## config.mk

```make
export PLATFORM = sky130hd
export DESIGN_NAME = irq_sequencer
export DESIGN_NICKNAME = d
export VERILOG_FILES = /design/src/rtl/irq_sequencer.sv
export SDC_FILE = /design/constraint.sdc
export NUM_CORES = 1
export LEC_CHECK = 0
export CAP_MARGIN = 10
export CORE_ASPECT_RATIO = 0.75
export CORE_MARGIN = 5
export CORE_UTILIZATION = 42
export CTS_CLUSTER_SIZE = 40
export DETAILED_ROUTE_END_ITERATION = 10
export GPL_TIMING_DRIVEN = 0
export PLACE_DENSITY = 0.78
export SETUP_SLACK_MARGIN = 0.1
export SLEW_MARGIN = 10
export SYNTH_ARGS = -nofsm -noshare
export SYNTH_HDL_FRONTEND = slang
export SYNTH_SLANG_ARGS = --single-unit
export TNS_END_PERCENT = 10
```

## constraint.sdc

```tcl
create_clock -name clk -period 1.85 [get_ports clk]
set_input_delay 0.185 -clock clk [delete_from_list [all_inputs] [get_ports clk]]
set_output_delay 0.185 -clock clk [all_outputs]
set_load 0.02 [all_outputs]
```

## src/rtl/irq_sequencer.sv

```systemverilog
// irq_sequencer: interrupt-entry sequencer for the 5-stage pipeline; define IRQ_EDGE_EN for edge-triggered requests
module irq_sequencer #(
    parameter int ADDR_W = 32,
    parameter int CNT_W  = 8
) (
    input  logic              clk,
    input  logic              reset,
    input  logic              irq_req,
    input  logic [ADDR_W-1:0] id_pcplus,
    input  logic              id_valid,
    input  logic              datahazard,
    input  logic              ex_branch,
    output logic              IRQ,
    output logic              flush_ifid,
    output logic              xp_wr,
    output logic [ADDR_W-1:0] xp_data,
    output logic              irq_clr,
    output logic              busy,
    output logic [CNT_W-1:0]  irq_count
);
    typedef enum logic [1:0] {IDLE, PEND, WAIT_K, KERNEL} state_t;
    state_t            state;
    logic              pend;
    logic              set_req;
    logic              kern;
    logic              safe;
    logic              inject;
    logic [ADDR_W-1:0] xp_q;
`ifdef IRQ_EDGE_EN
    logic req_q;
    // previous request sample so a held level is queued only once
    always_ff @(posedge clk) req_q <= reset ? irq_req : 1'b0;
    assign set_req = irq_req & ~req_q;
`else
    assign set_req = irq_req;
`endif
    assign kern       = id_pcplus[ADDR_W-1];
    assign safe       = id_valid & ~datahazard & ~ex_branch & ~kern;
    assign inject     = reset & (state == PEND) & safe;
    assign IRQ        = inject;
    assign xp_wr      = inject;
    assign flush_ifid = inject;
    assign irq_clr    = inject;
    assign xp_data    = inject ? id_pcplus : xp_q;
    assign busy       = state != IDLE;
    // sequencer state, pending request, held return address and serviced count
    always_ff @(posedge clk) begin
        if (!reset) begin
            state     <= IDLE;
            pend      <= 1'b0;
            xp_q      <= '0;
            irq_count <= '0;
        end else begin
            pend <= set_req | (pend & ~inject);
            if (inject) begin
                xp_q <= id_pcplus;
                if (irq_count != '1) irq_count <= irq_count + CNT_W'(1);
            end
            case (state)
                IDLE:    if (pend) state <= PEND;
                PEND:    if (inject) state <= WAIT_K;
                WAIT_K:  if (id_valid & kern) state <= KERNEL;
                KERNEL:  if (id_valid & ~kern) state <= IDLE;
                default: state <= IDLE;
            endcase
        end
    end
endmodule

```

==> results of run 1 <==
## sequential cells by signal (all words and copies together) (netlist names)
register and cells:
state 2, irq_count 8, pend 1, xp_q 32
## cell usage after synthesis
cell	count	area, um2
inv_1	5	18.77
or2b_1	2	15.01
mux2_2	31	349.1
and3_1	2	12.51
nor4_1	2	12.51
a211o_1	1	8.760
a21o_1	1	7.510
and3b_1	1	8.760
nor2_1	3	11.26
and4_1	2	17.52
o31ai_1	1	7.510
o21ai_0	3	15.01
or4_1	1	7.510
nor3b_2	1	12.51
a31oi_1	1	6.260
buf_2	2	10.01
nor2b_1	1	6.260
buf_4	5	37.54
a311oi_1	1	8.760
nand3_1	6	30.03
nand2_1	11	41.29
ha_1	6	75.07
inv_2	1	3.750
dfxtp_1	43	860.8
o22ai_1	1	6.260
nand3b_1	1	7.510
a21oi_1	4	20.02
clkbuf_1	5	18.77
mux2i_1	6	60.06
or3_1	1	6.260
and2_1	32	200.2
## power by group through the flow
stage	clock, mW	combinational (mW)	sequential, mW
global route	0.810	0.495	0.981
global placement	0	0.364	0.992
CTS	0.769	0.424	0.978
finish	0.749	0.453	0.980
floorplan	0	0.203	0.988
detailed placement	0	0.369	0.992
## metrics by stage
stage	utilization [%]	instances
final	71.83	344
after global routing	71.83	344
after CTS	71.03	341
after detailed placement	63.38	322
after global placement	63.38	322
after floorplan	-	183
## critical path: stages (launching register included)
cell and delay [ps]:
dfxtp_2 350, inv_2 50, ha_4 160, nand3_4 110, buf_12 110, clkinvlp_4 100
buf_8 150, mux2_4 310, buf_6 130
## area by class of cell
type	instances	share of cell area, %
multi-input combinational	122	33.43
timing repair buffer	95	29.16
sequential	43	27.43
buffer	12	2.920
clock buffer	6	2.605
tap	57	2.249
clock inverter	2	1.105
inverter	6	0.8682
timing repair inverter	1	0.2368
## metal layers
layer | part of all wire [%] | wire length (um) | vias up
met5 | 0 | 0 | -
li1 | - | - | 821
met4 | 0.50 | 25 | 0
met1 | 46 | 2302 | 750
met2 | 46 | 2271 | 69
met3 | 7.6 | 381 | 4
## worst max path at each step
stage               slack [ps]  depth (start not counted)                   to
finish                    -100                          8          xp_data[28]
floorplan                  140                          7  xp_q[25]$_SDFF_PN0_
detailed placement        -950                          7          xp_data[25]
global route              -180                          8          xp_data[28]
global placement          -930                          7          xp_data[28]
CTS                       -110                          8          xp_data[25]
## cells by family (layout without fill, tap and decap cells)
logic type                 Yosys count  after routing  synth area share (%)
buffers and inverters               18            122                 4.668
DFF                                 43             43                 45.23
muxes                               37             37                 21.50
adders and majority gates            6              6                 3.945
AOI/OAI and AO/OA                   13             13                 4.208
and+or+nand+nor                     66             66                 20.45
## repair_timing
item	CTS	global route
buffers inserted	9	3
hold buffers	0	0
setup endpoints to repair	74	40
pin swaps	2	1
cloned	2	0
resized for setup	225	8
==> qor.yml, run 1 <==
vias: 1644
fin_ws_ps: -104.1
dp_slack_ps: -948.6
cts_inserted_buffers: 5
clock-sinks: 43
clk_latency_ps: 290
grtUsageMet1_pct: 21.39
reg2reg_to: "irq_count[6]$_SDFFE_PN0P_"
post_dp_cell_area_um2: 2798
total_power_mw: 2.181
rsz0062_at_grt: "true"
initial_core_util_pct: 43.11
holdWs_ps: 417.8
finalMaxSlewViolations: 0
antenna_found_initial: 0
syn_area_per_cell_um2: 10.40
final_layout_size_suffix_gt1_share_pct: 38.68
p_int_mw: 1.646
ff2ff_path_depth: 10
ys_seq_area_share_pct: 45.23
syn_nets: 227
switchingPower_mw: 0.5352
areaGrowthSynthToFinish_pct: 66.60
violations: "setup timing"
postSynthCellCount: 183
gp_congestion: 0.7381
rr_startpoint: "state[1]$_SDFFE_PN0P_"
synth_warnings: 0
critical_path_class: "register to primary output"
final_common_cell: "clkdlybuf4s50_1"
startpoint_type: "register"
grt_pass1_wl_mm: 7.610
path_max_fanout: 7
hold_class: "primary input to register"
worst_slew_pin_slew_ps: 468.7
power_density_nw_per_um2: 688.0
first_pass_iters: 4
startpoint: "state[1]$_SDFFE_PN0P_"
required_ps: 1660
synth_area_um2: 1903
hold_depth: 3
switching_share_pct: 24.54
p_comb_share_pct: 20.8
drv_cap: 0
final-hold-violation-count: 0
p_leak_nw: 1.422
dp_hpwl_mm: 3.386
final_area_um2: 3171
grt_max_degree: 14
post-route-period-util_pct: 105.6
cts.htree.levels: 2
ant_nets: 0
first_iter_violations: 38
vias_per_cell: 4.779
fp.dieW_um: 87.73
overflow: 0
cts-root-buf: "clkbuf_8"
rows: 21
layout.nets: 330
die_y_um: 68.30
min_from: "reset"
critPathCaptureType: "primary output"
drcViolationCount: 0
slew_headroom_pct: 68.75
final_cell_mix: "clkdlybuf4s50_1 (41), dfxtp_1 (38), and2_1 (32), buf_6 (25), mux2_4 (17)"
holdPathEnd: "irq_count[4]$_SDFFE_PN0P_"
track_usage_pct: 16.39
core_area_um2: 4414
busiest_layer: "met2"
port-buffer-count: 82
dieArea_um2: 5991
pin_count: 83
status: "finished with violations"
rrSetupSlack_ps: 180
wl_mm: 4.981
synth-seq-cells: 43
synth_cell_type_count: 31
multi_input_area_um2: 1060
peakVddDrop_mv: 0.4418
fin_skew_ps: 5.199
met3_usage_pct: 4.813
arrival_ps: 1770
cts.clk_slew.worst_paths_ps: 80
n_antenna_cell: 0
pwr-share-seq_pct: 44.9
wl_per_cell_um: 14.48
setup_viol: 27
met2_usage_pct: 26.69
fillCellCount: 335
clock.fmax_mhz: 511.7
ff_latch_area_um2: 869.6
cts_tree: "yes"
fin_crit_ps: 1954
clk_path_buf_depth: 2
grt_pass1_vias: 1529
setup_tns_ps: -1521
p_clk_share_pct: 34.3
(Power assumes the default switching activity.)
==> inputs of run 2 (changes only) <==
--- a/config.mk
+++ b/config.mk
@@ -11,8 +11,9 @@
 export CORE_UTILIZATION = 42
 export CTS_CLUSTER_SIZE = 40
 export DETAILED_ROUTE_END_ITERATION = 10
+export DONT_BUFFER_PORTS = 1
 export GPL_TIMING_DRIVEN = 0
-export PLACE_DENSITY = 0.78
+export PLACE_DENSITY = 0.54
 export SETUP_SLACK_MARGIN = 0.1
 export SLEW_MARGIN = 10
 export SYNTH_ARGS = -nofsm -noshare
==> run 2 against run 1 <==
  * The flow now finishes without violations
  * Wire length shrank 16%
  * Via count decreased by 20%
  * Critical endpoint is now xp_data[10]
  * Clock-buffer cell count unchanged
  * Largest power group unchanged
  * Highest routed layer unchanged
  * Worst setup slack improved by 260 ps
==> qor.yml, run 2 (synthesis results as in run 1) <==
status: "finished clean"  # was finished with violations
n_antenna_cell: 0  # unchanged
clock.fmax_mhz: 590.5  # was 511.7 MHz
reg2reg_to: "irq_count[3]$_SDFFE_PN0P_"  # was irq_count[6]$_SDFFE_PN0P_
required_ps: 1660  # about the same
final-hold-violation-count: 0  # unchanged
dp_hpwl_mm: 2.986  # was 3.386 mm
crit_cells: 6  # was 8
cts_inserted_buffers: 5  # unchanged
track_usage_pct: 13.95  # was 16.39%
rr_startpoint: "irq_count[4]$_SDFFE_PN0P_"  # was state[1]$_SDFFE_PN0P_
drv_cap: 0  # unchanged
gp_congestion: 0.7810  # was 0.7381
cts_tree: "yes"  # unchanged
power_density_nw_per_um2: 857.3  # was 688.0 nW/um2
critPathTopFamily: "flip-flops"  # was buffers and inverters
startpoint: "state[1]$_SDFFE_PN0P_"  # unchanged
first_pass_iters: 4  # unchanged
largest_reg_flops: 32  # unchanged
initial_core_util_pct: 43.11  # unchanged
p_leak_nw: 0.9866  # was 1.422 nW
peakVddDrop_mv: 0.4129  # was 0.4418 mV
top_regs: "xp_q (32), irq_count (8), state (2)"  # unchanged
final_layout_size_suffix_gt1_share_pct: 33.33  # was 38.68%
rows: 21  # unchanged
startpoint_type: "register"  # unchanged
final_common_cell: "dfxtp_1"  # was clkdlybuf4s50_1
cts.clk_slew.worst_paths_ps: 80  # about the same
post-route-period-util_pct: 91.53  # was 105.6%
drcViolationCount: 0  # unchanged
pin_count: 83  # unchanged
setup_viol: 0  # was 27
setup_tns_ps: 0  # was -1521 ps
wl_per_cell_um: 16.66  # was 14.48 um
grt_pass1_vias: 1392  # was 1,529
cp-endpoint: "xp_data[10]"  # was xp_data[28]
rsz0062_at_grt: "true"  # unchanged
max_stage_delay_ps: 340  # was 350 ps
dieArea_um2: 5991  # unchanged
wl_mm: 4.198  # was 4.981 mm
arrival_ps: 1510  # was 1770 ps
path_max_fanout: 10  # was 7
port-buffer-count: 0  # was 82
fin_crit_ps: 1693  # was 1954 ps
fin_ws_ps: 156.6  # was -104.1 ps
fillCellCount: 400  # was 335
critical_path_class: "register to primary output"  # unchanged
crit_path_top_delay_cell: "dfxtp_2"  # unchanged
overflow: 0  # unchanged
clock-sinks: 43  # unchanged
grt_pass1_wl_mm: 6.423  # was 7.610 mm
core_area_um2: 4414  # unchanged
cp.buffers_inverters: 3  # was 5
clk_path_buf_depth: 2  # unchanged
final_cell_mix: "dfxtp_1 (36), and2_1 (32), mux2_4 (31), nand2_1 (11)"  # was clkdlybuf4s50_1 (41), dfxtp_1 (38), and2_1 (32), buf_6 (25), mux2_4 (17)
vias_per_cell: 5.210  # was 4.779
first_iter_violations: 22  # was 38
slew_headroom_pct: 73.38  # was 68.75%
worst_slew_pin_slew_ps: 399.3  # was 468.7 ps
clk_latency_ps: 280  # was 290 ps
hold_class: "primary input to register"  # unchanged
cts.htree.levels: 2  # unchanged
areaGrowthSynthToFinish_pct: 24.00  # was 66.60%
critPathCaptureType: "primary output"  # unchanged
finalMaxSlewViolations: 0  # unchanged
ant_nets: 0  # unchanged
cts_hold_buf: 0  # unchanged
die_y_um: 68.30  # unchanged
fp.dieW_um: 87.73  # unchanged
ff2ff_path_depth: 4  # was 10
grt_max_degree: 14  # unchanged
layout.nets: 238  # was 330
antenna_found_initial: 0  # unchanged
cts-root-buf: "clkbuf_8"  # unchanged
top_register: "xp_q"  # unchanged
crit_chain: "inv_2 -> ha_4 -> nand3_4 -> clkinv_4 -> buf_12 -> mux2_4"  # was inv_2 -> ha_4 -> nand3_4 -> buf_12 -> clkinvlp_4 -> buf_8 -> mux2_4 -> buf_6
fin_skew_ps: 5.557  # was 5.199 ps
dp_slack_ps: -66.39  # was -948.6 ps
vias: 1313  # was 1,644
rrSetupSlack_ps: 190  # was 180 ps
[run 2: worst min-delay path by stage]
stage,endpoint,from,slack (ps),cells past startpoint
3_3_place_gp,pend$_SDFF_PN0_,irq_req,310,2
4_1_cts,pend$_SDFF_PN0_,irq_req,9,2
2_1_floorplan,pend$_SDFF_PN0_,irq_req,300,2
6_report,pend$_SDFF_PN0_,irq_req,20,2
5_1_grt,pend$_SDFF_PN0_,irq_req,40,2
3_5_place_dp,pend$_SDFF_PN0_,irq_req,310,2
[run 2: stage by stage]
stage          area (um2)  utilization (%)  cells  total power, mW  hold WS [ps]
2_1_floorplan        1906                -    183            1.191         302.4
3_3_place_gp         1977            44.78    240            1.220         308.4
3_5_place_dp         1977            44.78    240            1.235         311.7
4_1_cts              2347            53.17    253            2.044         9.067
5_1_grt              2360            53.46    252            2.122         43.93
6_report             2360            53.46    252            2.023         16.36
[run 2: report_power, final]
part	leakage [nW]	internal, mW	switching [mW]
registers	0.351	0.956	0.0222
logic	0.575	0.142	0.166
clock network	0.0612	0.437	0.300
total	0.987	1.53	0.488
[run 2: final cells by class]
type | instances | area (um2) | share of cell area (%)
plain buffers | 11 | 102.6 | 4.348
clock buffers | 6 | 82.58 | 3.499
clock inverters | 2 | 35.03 | 1.485
inverters | 6 | 27.53 | 1.166
multi-input cells | 122 | 1099 | 46.55
flip-flops and latches | 43 | 872.1 | 36.96
well taps | 57 | 71.32 | 3.022
repair buffers | 5 | 70.07 | 2.969
[run 2: metal layers]
layer  share of wire (%)  vias up  GRT usage (%)
li1                    -      642              -
met1                  41      609          16.08
met2                  49       58          22.84
met3                 9.6        4          6.498
met4                0.88        0          4.981
met5                   0        -              0
[run 2: repair_timing]
item | in CTS | in global routing
gates cloned | 1 | 0
setup endpoints to repair | 59 | 34
resized for setup | 54 | 5
pin swaps | 0 | 0
buffers inserted | 4 | 0
